## src/rtl/mode_scheduler.sv

```systemverilog
// -----------------------------------------------------------------------------
// mode_scheduler
//
// Top-level mode controller for the MFC watch. It arbitrates the shared
// 5-button pad and the 4-digit display between time-set, alarm-set and
// stopwatch. It drives the time counter run enable and sequences the
// alarm-ring state machine. Every output is registered.
//
// Parameters
//   RING_SECS   alarm ring duration in 1 s ticks before auto-stop (1..63)
//   SWITCH_GAP  dead cycles inserted on every mode change (1..15)
//
// Ports
//   MCLK          in   board clock, the only clock
//   RESET         in   synchronous, active-low reset
//   req_clk_set   in   request time-set mode (highest priority)
//   req_alm_set   in   request alarm-set mode
//   req_stopwatch in   request stopwatch mode (lowest priority)
//   alarm_on      in   alarm enable switch
//   alarm_match   in   1-cycle pulse: current time equals alarm time
//   tick_1s       in   1-cycle pulse once per second
//   btn_in[4:0]   in   filtered button pulses {center,right,left,dec,inc}
//   mode[1:0]     out  0 NORMAL, 1 CLK_SET, 2 ALM_SET, 3 STOPWATCH
//   switching     out  high during the mode-change dead window
//   time_run      out  time counter enable (low only while setting time)
//   clk_set_btn   out  {right,left,dec,inc} for time_set
//   alm_set_btn   out  {right,left,dec,inc} for alarm_set
//   sw_btn        out  all five buttons for the stopwatch
//   disp_sel[1:0] out  display source: 0 time, 1 time-set, 2 alarm, 3 stopwatch
//   ringing       out  alarm ring active
// -----------------------------------------------------------------------------
module mode_scheduler #(
    parameter int RING_SECS  = 30,
    parameter int SWITCH_GAP = 2
) (
    input  logic       MCLK,
    input  logic       RESET,
    input  logic       req_clk_set,
    input  logic       req_alm_set,
    input  logic       req_stopwatch,
    input  logic       alarm_on,
    input  logic       alarm_match,
    input  logic       tick_1s,
    input  logic [4:0] btn_in,
    output logic [1:0] mode,
    output logic       switching,
    output logic       time_run,
    output logic [3:0] clk_set_btn,
    output logic [3:0] alm_set_btn,
    output logic [4:0] sw_btn,
    output logic [1:0] disp_sel,
    output logic       ringing
);

    localparam logic [1:0] M_NORMAL    = 2'd0;
    localparam logic [1:0] M_CLK_SET   = 2'd1;
    localparam logic [1:0] M_ALM_SET   = 2'd2;
    localparam logic [1:0] M_STOPWATCH = 2'd3;

    localparam logic [0:0] ST_ACTIVE = 1'b0;
    localparam logic [0:0] ST_GAP    = 1'b1;

    localparam logic [0:0] AL_IDLE = 1'b0;
    localparam logic [0:0] AL_RING = 1'b1;

    localparam logic [5:0] RING_LOAD = 6'(RING_SECS);
    // The gap counter counts down to zero, so it is loaded with one less than
    // the number of dead cycles.
    localparam logic [3:0] GAP_LAST  = 4'(SWITCH_GAP - 1);

    logic [0:0] mode_state, mode_state_nx;
    logic [1:0] mode_nx;
    logic [1:0] target;
    logic [3:0] gap_cnt, gap_cnt_nx;

    logic [0:0] alm_state, alm_state_nx;
    logic [5:0] ring_cnt, ring_cnt_nx;

    logic       center_dismiss;
    logic [4:0] btn_eff;
    logic [3:0] clk_set_btn_nx;
    logic [3:0] alm_set_btn_nx;
    logic [4:0] sw_btn_nx;
    logic       time_run_nx;
    logic [1:0] disp_sel_nx;

    // Fixed-priority target mode selection.
    always_comb begin
        if (req_clk_set)        target = M_CLK_SET;
        else if (req_alm_set)   target = M_ALM_SET;
        else if (req_stopwatch) target = M_STOPWATCH;
        else                    target = M_NORMAL;
    end

    // Mode FSM. The gap always runs to completion once started; the target is
    // only sampled again on the last gap cycle, so a request that flips back
    // to the old mode simply re-enters it after the full gap.
    always_comb begin
        mode_state_nx = mode_state;
        mode_nx       = mode;
        gap_cnt_nx    = gap_cnt;
        case (mode_state)
            ST_ACTIVE: begin
                if (target != mode) begin
                    mode_state_nx = ST_GAP;
                    gap_cnt_nx    = GAP_LAST;
                end
            end
            default: begin
                if (gap_cnt == 4'd0) begin
                    mode_state_nx = ST_ACTIVE;
                    mode_nx       = target;
                end else begin
                    gap_cnt_nx = gap_cnt - 4'd1;
                end
            end
        endcase
    end

    // Alarm ring FSM. A dismiss (center press or alarm switch off) wins over
    // a tick in the same cycle; alarm_match is ignored while ringing.
    always_comb begin
        alm_state_nx = alm_state;
        ring_cnt_nx  = ring_cnt;
        case (alm_state)
            AL_IDLE: begin
                if (alarm_match && alarm_on && (mode != M_ALM_SET)) begin
                    alm_state_nx = AL_RING;
                    ring_cnt_nx  = RING_LOAD;
                end
            end
            default: begin
                if (!alarm_on || btn_in[4]) begin
                    alm_state_nx = AL_IDLE;
                    ring_cnt_nx  = 6'd0;
                end else if (tick_1s) begin
                    ring_cnt_nx = ring_cnt - 6'd1;
                    if (ring_cnt == 6'd1) alm_state_nx = AL_IDLE;
                end
            end
        endcase
    end

    // Button routing uses the state during the cycle the pulse arrives. A
    // center press that dismisses the ring is swallowed here.
    assign center_dismiss = (alm_state == AL_RING) && btn_in[4];
    assign btn_eff        = btn_in & ~{center_dismiss, 4'b0000};

    always_comb begin
        clk_set_btn_nx = 4'd0;
        alm_set_btn_nx = 4'd0;
        sw_btn_nx      = 5'd0;
        if (mode_state == ST_ACTIVE) begin
            case (mode)
                M_CLK_SET:   clk_set_btn_nx = btn_eff[3:0];
                M_ALM_SET:   alm_set_btn_nx = btn_eff[3:0];
                M_STOPWATCH: sw_btn_nx      = btn_eff;
                default:     ;
            endcase
        end
    end

    // mode keeps its old value through the gap, so mirroring mode also gives
    // the "hold during gap" behaviour for the display select.
    assign time_run_nx = !((mode_state_nx == ST_ACTIVE) && (mode_nx == M_CLK_SET));
    assign disp_sel_nx = ((alm_state_nx == AL_RING) && (mode_nx != M_STOPWATCH))
                         ? 2'd0 : mode_nx;

    always_ff @(posedge MCLK) begin
        if (!RESET) begin
            mode_state  <= ST_ACTIVE;
            mode        <= M_NORMAL;
            gap_cnt     <= 4'd0;
            alm_state   <= AL_IDLE;
            ring_cnt    <= 6'd0;
            switching   <= 1'b0;
            time_run    <= 1'b1;
            clk_set_btn <= 4'd0;
            alm_set_btn <= 4'd0;
            sw_btn      <= 5'd0;
            disp_sel    <= 2'd0;
            ringing     <= 1'b0;
        end else begin
            mode_state  <= mode_state_nx;
            mode        <= mode_nx;
            gap_cnt     <= gap_cnt_nx;
            alm_state   <= alm_state_nx;
            ring_cnt    <= ring_cnt_nx;
            switching   <= (mode_state_nx == ST_GAP);
            time_run    <= time_run_nx;
            clk_set_btn <= clk_set_btn_nx;
            alm_set_btn <= alm_set_btn_nx;
            sw_btn      <= sw_btn_nx;
            disp_sel    <= disp_sel_nx;
            ringing     <= (alm_state_nx == AL_RING);
        end
    end

endmodule

```

## config.mk

```make
export PLATFORM = sky130hd
export DESIGN_NAME = mode_scheduler
export DESIGN_NICKNAME = d
export VERILOG_FILES = /design/src/rtl/mode_scheduler.sv
export SDC_FILE = /design/constraint.sdc
export NUM_CORES = 1
export LEC_CHECK = 0
export BUFFER_PORTS_ARGS = -buffer_cell sky130_fd_sc_hd__buf_2
export CAP_MARGIN = 20
export CORE_ASPECT_RATIO = 1.25
export CORE_MARGIN = 2
export CORE_UTILIZATION = 50
export CTS_BUF_LIST = sky130_fd_sc_hd__clkbuf_4 sky130_fd_sc_hd__clkbuf_8
export DETAILED_ROUTE_END_ITERATION = 10
export PLACE_DENSITY_LB_ADDON = 0.15
export SLEW_MARGIN = 10
export SYNTH_ARGS = -nofsm -noshare
export SYNTH_HDL_FRONTEND = slang
export SYNTH_SLANG_ARGS = --single-unit
```

## constraint.sdc

```tcl
create_clock -name MCLK -period 3.68 [get_ports MCLK]
set_clock_uncertainty 0.15 [all_clocks]
set_input_delay 1.104 -clock MCLK [delete_from_list [all_inputs] [get_ports MCLK]]
set_output_delay 1.104 -clock MCLK [all_outputs]
set_load 0.01 [all_outputs]
```

Yosys cells after proc, flatten, opt, wreduce, memory -nomap -nowiden
Index checks and enable logic that the tools add are counted.
- bits in registers: 30
- bits of input ports: 13
- output and inout port bits: 20
- logic and storage cells: 66
- add/sub/neg operators: 2
- eq/ne operators: 10
- muxes and demuxes: 20
- bitwise operators: 7
- reduce and logical (&&, ||, !) cells: 17
- operators by type and width (cell ; count):
    6-bit two-way mux ; 4
    4-bit two-way mux ; 3
    2-bit two-way mux ; 5
    3-bit OR reduction ; 3
    1-bit two-way mux ; 8
    6-bit by 1-bit == test with 1-bit output (second input constant) ; 1
    2-bit != test (second input constant) ; 3
    6-bit by 1-bit subtractor with 6-bit output (second input constant) ; 1
    5-bit AND ; 1
    1-bit logical AND ; 5
    1-bit NOT ; 5
    5-bit NOT ; 1
    2-bit by 1-bit == test with 1-bit output (second input constant) ; 2
    2-bit == test (second input constant) ; 2
    4-bit logical NOT ; 1
    2-bit AND reduction ; 2
    2-bit nonzero test ; 2
    4-bit by 1-bit subtractor with 4-bit output (second input constant) ; 1
    3-bit by 2-bit != test with 1-bit output (second input constant) ; 1
    1-bit logical NOT ; 2
    2-bit != test ; 1
    2-bit OR reduction ; 1
    1-bit logical OR ; 1

Logic depth before layout (Yosys ltp)
Gate-level depths: netlist of the first run.
- depth in word-level cells: 9
- mapped depth: 6
- gate-level depth less buffers: 6

Least setup slack after synthesis of the first run
No wires, ideal clock.
- path kind: input to register
- start point: in req_stopwatch
- end point: reg gap_cnt[2]
- data arrival time: 2.150 ns
- required time: 3.439 ns
- slack: 1.289 ns
- cell stages on the path: 4
- buffers on the path: 0
- path through: or4_1 -> a31oi_1 -> o21bai_2 -> a311oi_1
- longest elaborated chain between the ends: 6
- ends and longest elaborated chain (what ; line ; source):
    start, declared ; 40 ; input logic req_stopwatch,
    2-bit two-way mux ; 91 ; else if (req_stopwatch) target = M_STOPWATCH;
    2-bit two-way mux ; 90 ; else if (req_alm_set) target = M_ALM_SET;
    2-bit two-way mux ; 89 ; if (req_clk_set) target = M_CLK_SET;
    2-bit != test ; 104 ; if (target != mode) begin
    2-bit nonzero test (no source line) ; - ;
    2-bit AND reduction (no source line) ; - ;
    end signal, assigned ; 186 ; gap_cnt <= gap_cnt_nx;
    end, declared ; 74 ; logic [3:0] gap_cnt, gap_cnt_nx;
Every way passes these cells.
A chain may end at the register's enable or synchronous reset.

==> run_results.csv, run 1 <==
group,metric,value,unit
run_status,outcome,"finished clean",
clocking,cts.path.max_buffers,2,
clocking,htreeDepth,2,
clocking,cts_setup_buffers,0,
grt,grt_usage,0.1971,
final_layout,final_common_cell,"buf_2",
setup_path,critPathMaxFanout,14,
setup_path,critPathRequiredTime,2.43,ns
sta,fin_tns_setup,0,ns
clocking,cts_tree,"yes",
final_layout,antenna_cells,0,
synthesis,async_reset_ff_frac,0,
grt,grt_max_degree,15,
placement,dp_hpwl,1931,um
worst_hold_path,hp-class,"reg2reg",
power_and_ir_drop,pwr_density_cell,542.1,nW/um2
clocking,hold_buffers,0,
clocking,insertion_delay,0.33,ns
sta,period_needed,2.380,ns
placement,dpl.cell_count,203,
route,dr.pass1.iters,4,
route,drc_errors,0,
placement,io_buffers,32,
synthesis,synth-edff-count,0,
synthesis,synthMuxAreaShare,0.007715,
setup_path,max_stage_delay,0.58,ns
power_and_ir_drop,switchingPower,0.2485,mW
power_and_ir_drop,p_int,0.5981,mW
setup_path,cpLargestDelayFamily,"flip-flops",
final_layout,layout.nets,193,
setup_path,worstPathArrival,1.13,ns
synthesis,syn-num-nets,157,
clocking,clkSlewWorstSetupHoldPaths,0.10,ns
power_and_ir_drop,seq_power_share,0.459,
final_layout,instances_no_fill,210,
clocking,cts_root_buf,"clkbuf_4",
route,vias,1144,
route,dr.first_iter.drc_count,15,
clocking,cts_sinks,30,
clocking,numCtsBuffers,5,
synthesis,yosysTopAreaCell,"dfxtp_1",
flow_run,drv_cap,0,
power_and_ir_drop,pwr-share-clk,0.314,
sta,setup_viol,0,
final_layout,final_cell_mix,"buf_2, dfxtp_1, and2_1",
sta,grt_setup_unrepaired,"no",
synthesis,seq_area_frac_synth,0.4629,
synthesis,synthSimpleGateAreaFrac,0.2710,
synthesis,synth_top_family_by_area,"simple AND/OR/NAND/NOR gates",
sta,finalHoldViolCount,0,
setup_path,slowest_stage,"dfxtp_1",
route,wl,2653,um
setup_path,cp-start-kind,"flop",
synthesis,netlist.area_leader.share,0.4629,
setup_path,crit_chain,"buf_2",
synthesis,yosysUniqueCellTypes,39,
route,post_drt_wl_per_cell,12.63,um
synthesis,synth_cells,141,
synthesis,syn_area_per_cell,9.202,um2
die,fp.dieH,60.96,um
synthesis,synth-main-ff-cell,"dfxtp_1",
sta,worstMarginPinSlew,0.4774,ns
grt,grt_pass1_vias,1024,
power_and_ir_drop,power.leakage,0.6723,nW
die,fp-row-count,20,
die,die_x,49.57,um
sta,final_max_slew_viol_count,0,
final_layout,layout-drive-gt1-share,0.2486,
grt,grt_pass1_wl,4333,um
power_and_ir_drop,irDropWorstVdd,0.0005333,V
power_and_ir_drop,swShare,0.2935,
die,core_region_area,2452,um2
synthesis,syn_area,1297,um2
synthesis,synth_fa_ha_area_frac,0.02893,
route,vias_per_cell,5.448,
final_layout,design_area,1562,um2
sta,holdWs,0.3429,ns
grt,grt_remaining_overflow,0,
grt,antenna_found_initial,0,
die,io_pins,33,
setup_path,setup.worst_path.end_class,"output pin",
power_and_ir_drop,power,0.8465,mW
sta,period_share,0.6467,
final_layout,synthToLayoutAreaGrowth,20.35,%
synthesis,synth-compound-area-share,0.1861,
power_and_ir_drop,combPwrFrac,0.227,
synthesis,yosysWarningCount,0,
setup_path,crit_buf_inv,1,
placement,dpl_cell_area,1480,um2
route,ant_nets,0,
sta,fmax,0.4202,GHz
sta,relSlewSlack,0.6808,
placement,gp_congestion,0.8709,
synthesis,ys_ff_latch,30,
clocking,post_cts_resize_count,0,
die,die_area,3021,um2
die,start_util,0.5291,
synthesis,synth_xor_xnor_area_share,0,
setup_path,crit_type,"reg2out",
synthesis,yosys-top-cells-area,"dfxtp_1, and2_1, a21oi_1",
==> through the flow <==
stage                       util  setup slack, ns
after floorplan                -            1.289
final                     0.6367            1.300
after global placement    0.6036            1.107
after global routing      0.6367            1.213
after detailed placement  0.6036            1.045
after CTS                 0.6367            1.282
==> kinds of logic (layout without fill, tap and decap cells) <==
family | Yosys count | in the layout
AO/OA/AOI/OAI | 35 | 35
flip-flops | 30 | 30
AND/OR/NAND/NOR | 59 | 59
adder cells (fa/ha/maj) | 3 | 3
multiplexers | 1 | 1
buffers and inverters | 13 | 49
==> state kept, by name, summed over array words and instances (netlist names) <==
name	cells
gap_cnt	4
ring_cnt	6
clk_set_btn	4
mode	2
time_run	1
sw_btn	5
alm_set_btn	4
alm_state	1
disp_sel	2
mode_state	1
==> Yosys cell counts (all sizes together), types with 4 or more instances <==
| cell | count |
|---|---|
| nand2b | 6 |
| nor2 | 9 |
| nor3 | 4 |
| o21ai | 5 |
| a311oi | 4 |
| nand4b | 4 |
| a31oi | 6 |
| nand2 | 8 |
| inv | 9 |
| dfxtp | 30 |
| a21oi | 9 |
| and2 | 13 |
==> power groups by stage <==
stage / Clock (mW) / Sequential (mW) / Combinational, mW
after global placement: 0 / 0.393 / 0.185
final: 0.266 / 0.388 / 0.192
after CTS: 0.271 / 0.389 / 0.193
after global routing: 0.284 / 0.394 / 0.216
after detailed placement: 0 / 0.395 / 0.191
after floorplan: 0 / 0.389 / 0.146
==> routing by layer <==
metal  up-vias  wire length (um)  global-route usage
li1        580                 -                   -
met1       530              1162              0.2096
met2        26              1275              0.3448
met3         8               143             0.07635
met4         0                72             0.09921
met5         -                 0                   0
==> path summary, 6_finish.rpt <==
check        slack, ns  cells past startpoint   startpoint     endpoint
max               1.30                      1   mode_state    switching
min               0.34                      2  ring_cnt[5]  ring_cnt[5]
max reg2reg       1.81                      6   gap_cnt[0]     time_run
min reg2reg       0.34                      2  ring_cnt[5]  ring_cnt[5]
==> cell type report <==
type | count | area, um2
Fill cell | 246 | 890.9
Multi-Input combinational cell | 98 | 640.6
Sequential cell | 30 | 600.6
Timing Repair Buffer | 32 | 160.2
Clock buffer | 6 | 51.30
Tap cell | 33 | 41.29
Inverter | 10 | 37.54
Clock inverter | 1 | 30.03
(Power assumes the default switching activity.)
==> run 2, diff against run 1 <==
CORE_UTILIZATION = 49   (was 50)
clock period = 2 ns   (was 3.68 ns; I/O delays follow)
==> run 2 against run 1 <==
  * Via count grew 1.0%
  * Clock power up 130%
  * Design area up 6.2%
  * Setup slack worse by 1.1 ns
  * Hold slack got worse by 0.0078 ns
  * Global-route usage is 0.25 points higher
  * Sequential power grew 81%
  * Clock-buffer cell count stayed put
  * Final cell count grew 4.8%
  * Routed wire length increased by 1.7%
  * Largest cell class unchanged
==> run_results.csv, run 2 (synthesis results as in run 1) <==
group,metric,value,unit
run_status,outcome,"finished clean",
grt,grt_pass1_wl,4478,um
placement,dpl_cell_area,1548,um2
flow_run,drv_cap,0,
final_layout,largest_reg_flops,6,
final_layout,antenna_cells,0,
sta,period_needed,1.792,ns
die,die_x,50.03,um
grt,grt_max_degree,12,
sta,final_max_slew_viol_count,0,
clocking,cts_setup_buffers,0,
clocking,post_cts_resize_count,0,
route,dr.pass1.iters,4,
grt,grt_pass1_vias,1076,
die,fp.dieH,61.53,um
power_and_ir_drop,power.leakage,0.7286,nW
final_layout,final_common_cell,"buf_2",
clocking,hold_buffers,0,
final_layout,synthToLayoutAreaGrowth,27.87,%
clocking,cts_tree,"yes",
grt,antenna_found_initial,0,
final_layout,final_cell_mix,"buf_2, dfxtp_1, and2_1",
route,ant_nets,0,
die,io_pins,33,
final_layout,design_area,1659,um2
route,drc_errors,0,
power_and_ir_drop,pwr_density_cell,1036,nW/um2
sta,setup_viol,0,
final_layout,layout-drive-gt1-share,0.2888,
setup_path,worstPathArrival,1.86,ns
clocking,cts.path.max_buffers,2,
setup_path,critPathMaxFanout,6,
die,start_util,0.5237,
route,dr.first_iter.drc_count,27,
sta,worstMarginPinSlew,0.3425,ns
grt,grt_remaining_overflow,0,
route,wl,2699,um
die,die_area,3078,um2
clocking,cts_sinks,30,
sta,finalHoldViolCount,0,
sta,fmax,0.5580,GHz
grt,grt_usage,0.1997,
setup_path,cp-start-kind,"flop",
sta,fin_tns_setup,0,ns
placement,dp_hpwl,2020,um
clocking,clkSlewWorstSetupHoldPaths,0.09,ns
final_layout,layout.nets,202,
route,vias_per_cell,5.255,
final_layout,fillerInstances,193,
clocking,numCtsBuffers,5,
final_layout,largest_register,"ring_cnt",
final_layout,top_regs,"ring_cnt: 6 flops, sw_btn: 5 flops",
setup_path,crit_type,"reg2reg",
placement,io_buffers,32,
route,post_drt_wl_per_cell,12.27,um
placement,pre_cts_ws,-0.07259,ns
setup_path,setup.worst_path.end_class,"flop",
sta,period_share,0.8961,
worst_hold_path,hp-class,"reg2reg",
setup_path,critPathRequiredTime,2.07,ns
clocking,insertion_delay,0.32,ns
sta,grt_setup_unrepaired,"no",
die,fp-row-count,20,
power_and_ir_drop,irDropWorstVdd,0.0007001,V
die,core_region_area,2477,um2
clocking,cts_root_buf,"clkbuf_4",
power_and_ir_drop,power,1.720,mW
sta,relSlewSlack,0.7712,
placement,gp_congestion,0.8166,
clocking,htreeDepth,2,
route,vias,1156,
sta,fin_ws,0.2077,ns
## run 2: per-layer routing
| layer | vias up | global-route usage | share of wire |
|---|---|---|---|
| met4 | 0 | 0.1190 | 0.0056 |
| met3 | 2 | 0.07282 | 0.045 |
| met5 | - | 0 | 0 |
| met1 | 527 | 0.1994 | 0.44 |
| met2 | 33 | 0.3590 | 0.51 |
| li1 | 594 | - | - |
## run 2: worst paths after layout
path	startpoint	end	slack, ns	cells past startpoint
hold reg to reg	ring_cnt[5]	ring_cnt[5]	0.34	2
setup reg to reg	gap_cnt[0]	time_run	0.21	6
setup / recovery	gap_cnt[0]	time_run	0.21	6
hold / removal	ring_cnt[5]	ring_cnt[5]	0.34	2
## run 2: area by class of cell
cell class	instances	area, um2	area share
Clock buffer	6	51.30	0.03092
Sequential cell	30	600.6	0.3620
Inverter	10	37.54	0.02262
Multi-Input combinational cell	98	640.6	0.3861
Clock inverter	2	60.06	0.03620
Timing Repair Buffer	41	227.7	0.1373
Tap cell	33	41.29	0.02489
## run 2: per-stage QoR
step | instances | hold slack, ns | utilization
final | 220 | 0.3351 | 0.6697
after global routing | 220 | 0.3295 | 0.6697
after CTS | 220 | 0.3309 | 0.6697
after detailed placement | 212 | 0.3233 | 0.6247
after global placement | 212 | 0.3177 | 0.6247
after floorplan | 141 | 0.3006 | -
## run 2: report_power, final
group / internal, mW / switching [mW] / total (mW)
logic: 0.183 / 0.211 / 0.394
registers: 0.651 / 0.0505 / 0.701
clock network: 0.424 / 0.201 / 0.624
total: 1.26 / 0.462 / 1.72
## run 2: critical path, cell delays in order, from the launching register on
cell	delay, ns
dfxtp_1	0.35
inv_1	0.06
ha_1	0.24
and4bb_2	0.31
mux2i_1	0.26
o2111ai_1	0.15
a21o_1	0.17
==> run 3, diff against run 2 <==
CTS_CLUSTER_SIZE = 30   (was default)
MAX_ROUTING_LAYER = met4   (was default)
==> run 3 against run 2 <==
  * Clock power is essentially flat
  * Flip-flop and latch count stayed put
  * First-iteration DRC count up 26%
  * Largest power group unchanged
  * Highest routed layer unchanged
  * Largest cell class unchanged
  * Critical path type unchanged
==> run_results.csv, run 3 (synthesis results as in run 1) <==
group,metric,value,unit
setup_path,timing.rr.end,"time_run",
worst_hold_path,hold_depth,2,
route,post_drt_wl_per_cell,12.20,um
sta,final_max_slew_viol_count,0,
final_layout,area.sequential,600.6,um2
setup_path,setup.worst_path.end_class,"flop",
clocking,post_cts_resize_count,0,
grt,antenna_found_initial,0,
sta,setup_viol,0,
setup_path,cp-start-kind,"flop",
power_and_ir_drop,power.leakage,0.7286,nW
placement,gp_congestion,0.8288,
flow_run,drv_cap,0,
power_and_ir_drop,pwr-share-clk,0.364,
die,fp-row-count,20,
final_layout,largest_register,"ring_cnt",
clocking,hold_buffers,0,
power_and_ir_drop,combPwrFrac,0.228,
grt,grt_pass1_wl,4471,um
final_layout,fillerInstances,193,
setup_path,reg2reg_slack,0.21,ns
die,fp.dieH,61.53,um
grt,grt_remaining_overflow,0,
die,die_area,3078,um2
route,ant_nets,0,
route,vias,1149,
final_layout,layout-drive-gt1-share,0.2888,
grt,grt_max_degree,12,
setup_path,crit_type,"reg2reg",
route,drc_errors,0,
route,vias_per_cell,5.223,
route,dr.pass1.iters,4,
sta,grt_setup_unrepaired,"no",
power_and_ir_drop,p_int,1.258,mW
clocking,htreeDepth,2,
final_layout,largest_reg_flops,6,
clocking,cts_setup_buffers,0,
setup_path,critPathMaxFanout,6,
final_layout,synthToLayoutAreaGrowth,27.87,%
worst_hold_path,hp-class,"reg2reg",
setup_path,critPathRequiredTime,2.07,ns
route,wl,2684,um
worst_hold_path,hold_end,"ring_cnt[5]",
sta,fin_tns_setup,0,ns
power_and_ir_drop,irDropWorstVdd,0.0006990,V
clocking,clkSlewWorstSetupHoldPaths,0.09,ns
die,start_util,0.5237,
setup_path,worstPathArrival,1.86,ns
power_and_ir_drop,switchingPower,0.4639,mW
setup_path,rr_startpoint,"gap_cnt[0]",
power_and_ir_drop,pwr_density_cell,1038,nW/um2
grt,grt_usage,0.2045,
final_layout,final_common_cell,"buf_2",
power_and_ir_drop,seq_power_share,0.407,
die,die_x,50.03,um
sta,worstMarginPinSlew,0.3449,ns
final_layout,top_regs,"ring_cnt: 6 flops, sw_btn: 5 flops",
clocking,numCtsBuffers,5,
power_and_ir_drop,swShare,0.2695,
sta,fmax,0.5582,GHz
sta,period_share,0.8958,
clocking,cts_root_buf,"clkbuf_4",
clocking,insertion_delay,0.32,ns
sta,finalHoldViolCount,0,
setup_path,r2r_cells,6,
worst_hold_path,hp-start,"ring_cnt[5]",
final_layout,antenna_cells,0,
clocking,cts_sinks,30,
placement,dp_hpwl,2020,um
sta,relSlewSlack,0.7696,
route,dr.first_iter.drc_count,34,
clocking,cts.path.max_buffers,2,
die,core_region_area,2477,um2
final_layout,multi_input_area,640.6,um2
final_layout,final_cell_mix,"buf_2, dfxtp_1, and2_1",
sta,period_needed,1.792,ns
power_and_ir_drop,power,1.722,mW
final_layout,layout.nets,202,
clocking,cts_tree,"yes",
grt,grt_pass1_vias,1073,
placement,io_buffers,32,
die,io_pins,33,
run_status,outcome,"finished clean",
## run 3: power groups by stage
stage	sequential, mW	clock, mW	combinational [mW]
after global placement	0.711	0	0.383
final	0.701	0.627	0.393
after detailed placement	0.714	0	0.394
after CTS	0.701	0.645	0.396
after floorplan	0.715	0	0.269
after global routing	0.711	0.669	0.442
## run 3: area by class of cell
cell class	count	area share
clock buffers	6	0.03092
clock inverters	2	0.03620
inverters	10	0.02262
multi-input cells	98	0.3861
flip-flops and latches	30	0.3620
well taps	33	0.02489
repair buffers	41	0.1373
## run 3: worst max path at each step
stage                      end          start  slack (ns)
global placement    gap_cnt[2]  req_stopwatch       -0.05
finish                time_run     gap_cnt[0]        0.21
detailed placement  gap_cnt[2]  req_stopwatch       -0.07
global route          time_run     gap_cnt[0]        0.12
floorplan           gap_cnt[2]  req_stopwatch        0.11
CTS                   time_run     gap_cnt[0]        0.19
## run 3: critical path: stages (launching register included)
cell       delay [ns]
dfxtp_1          0.35
inv_1            0.06
ha_1             0.24
and4bb_2         0.31
mux2i_1          0.26
o2111ai_1        0.15
a21o_1           0.17
## run 3: layer usage
metal / global-route usage / vias to the layer above / routed length (um)
li1: - / 594 / -
met1: 0.1994 / 522 / 1165
met2: 0.3590 / 26 / 1344
met3: 0.06553 / 7 / 118
met4: 0.1190 / 0 / 55
met5: - / - / 0
## run 3: metrics by stage
| stage | utilization | std cells | instance area [um2] | worst slack, ns | hold WS, ns |
|---|---|---|---|---|---|
| after floorplan | - | 141 | 1297 | 0.1125 | 0.3006 |
| after global placement | 0.6247 | 212 | 1548 | -0.04852 | 0.3177 |
| after detailed placement | 0.6247 | 212 | 1548 | -0.07259 | 0.3233 |
| after CTS | 0.6697 | 220 | 1659 | 0.1893 | 0.3309 |
| after global routing | 0.6697 | 220 | 1659 | 0.1178 | 0.3342 |
| final | 0.6697 | 220 | 1659 | 0.2084 | 0.3348 |
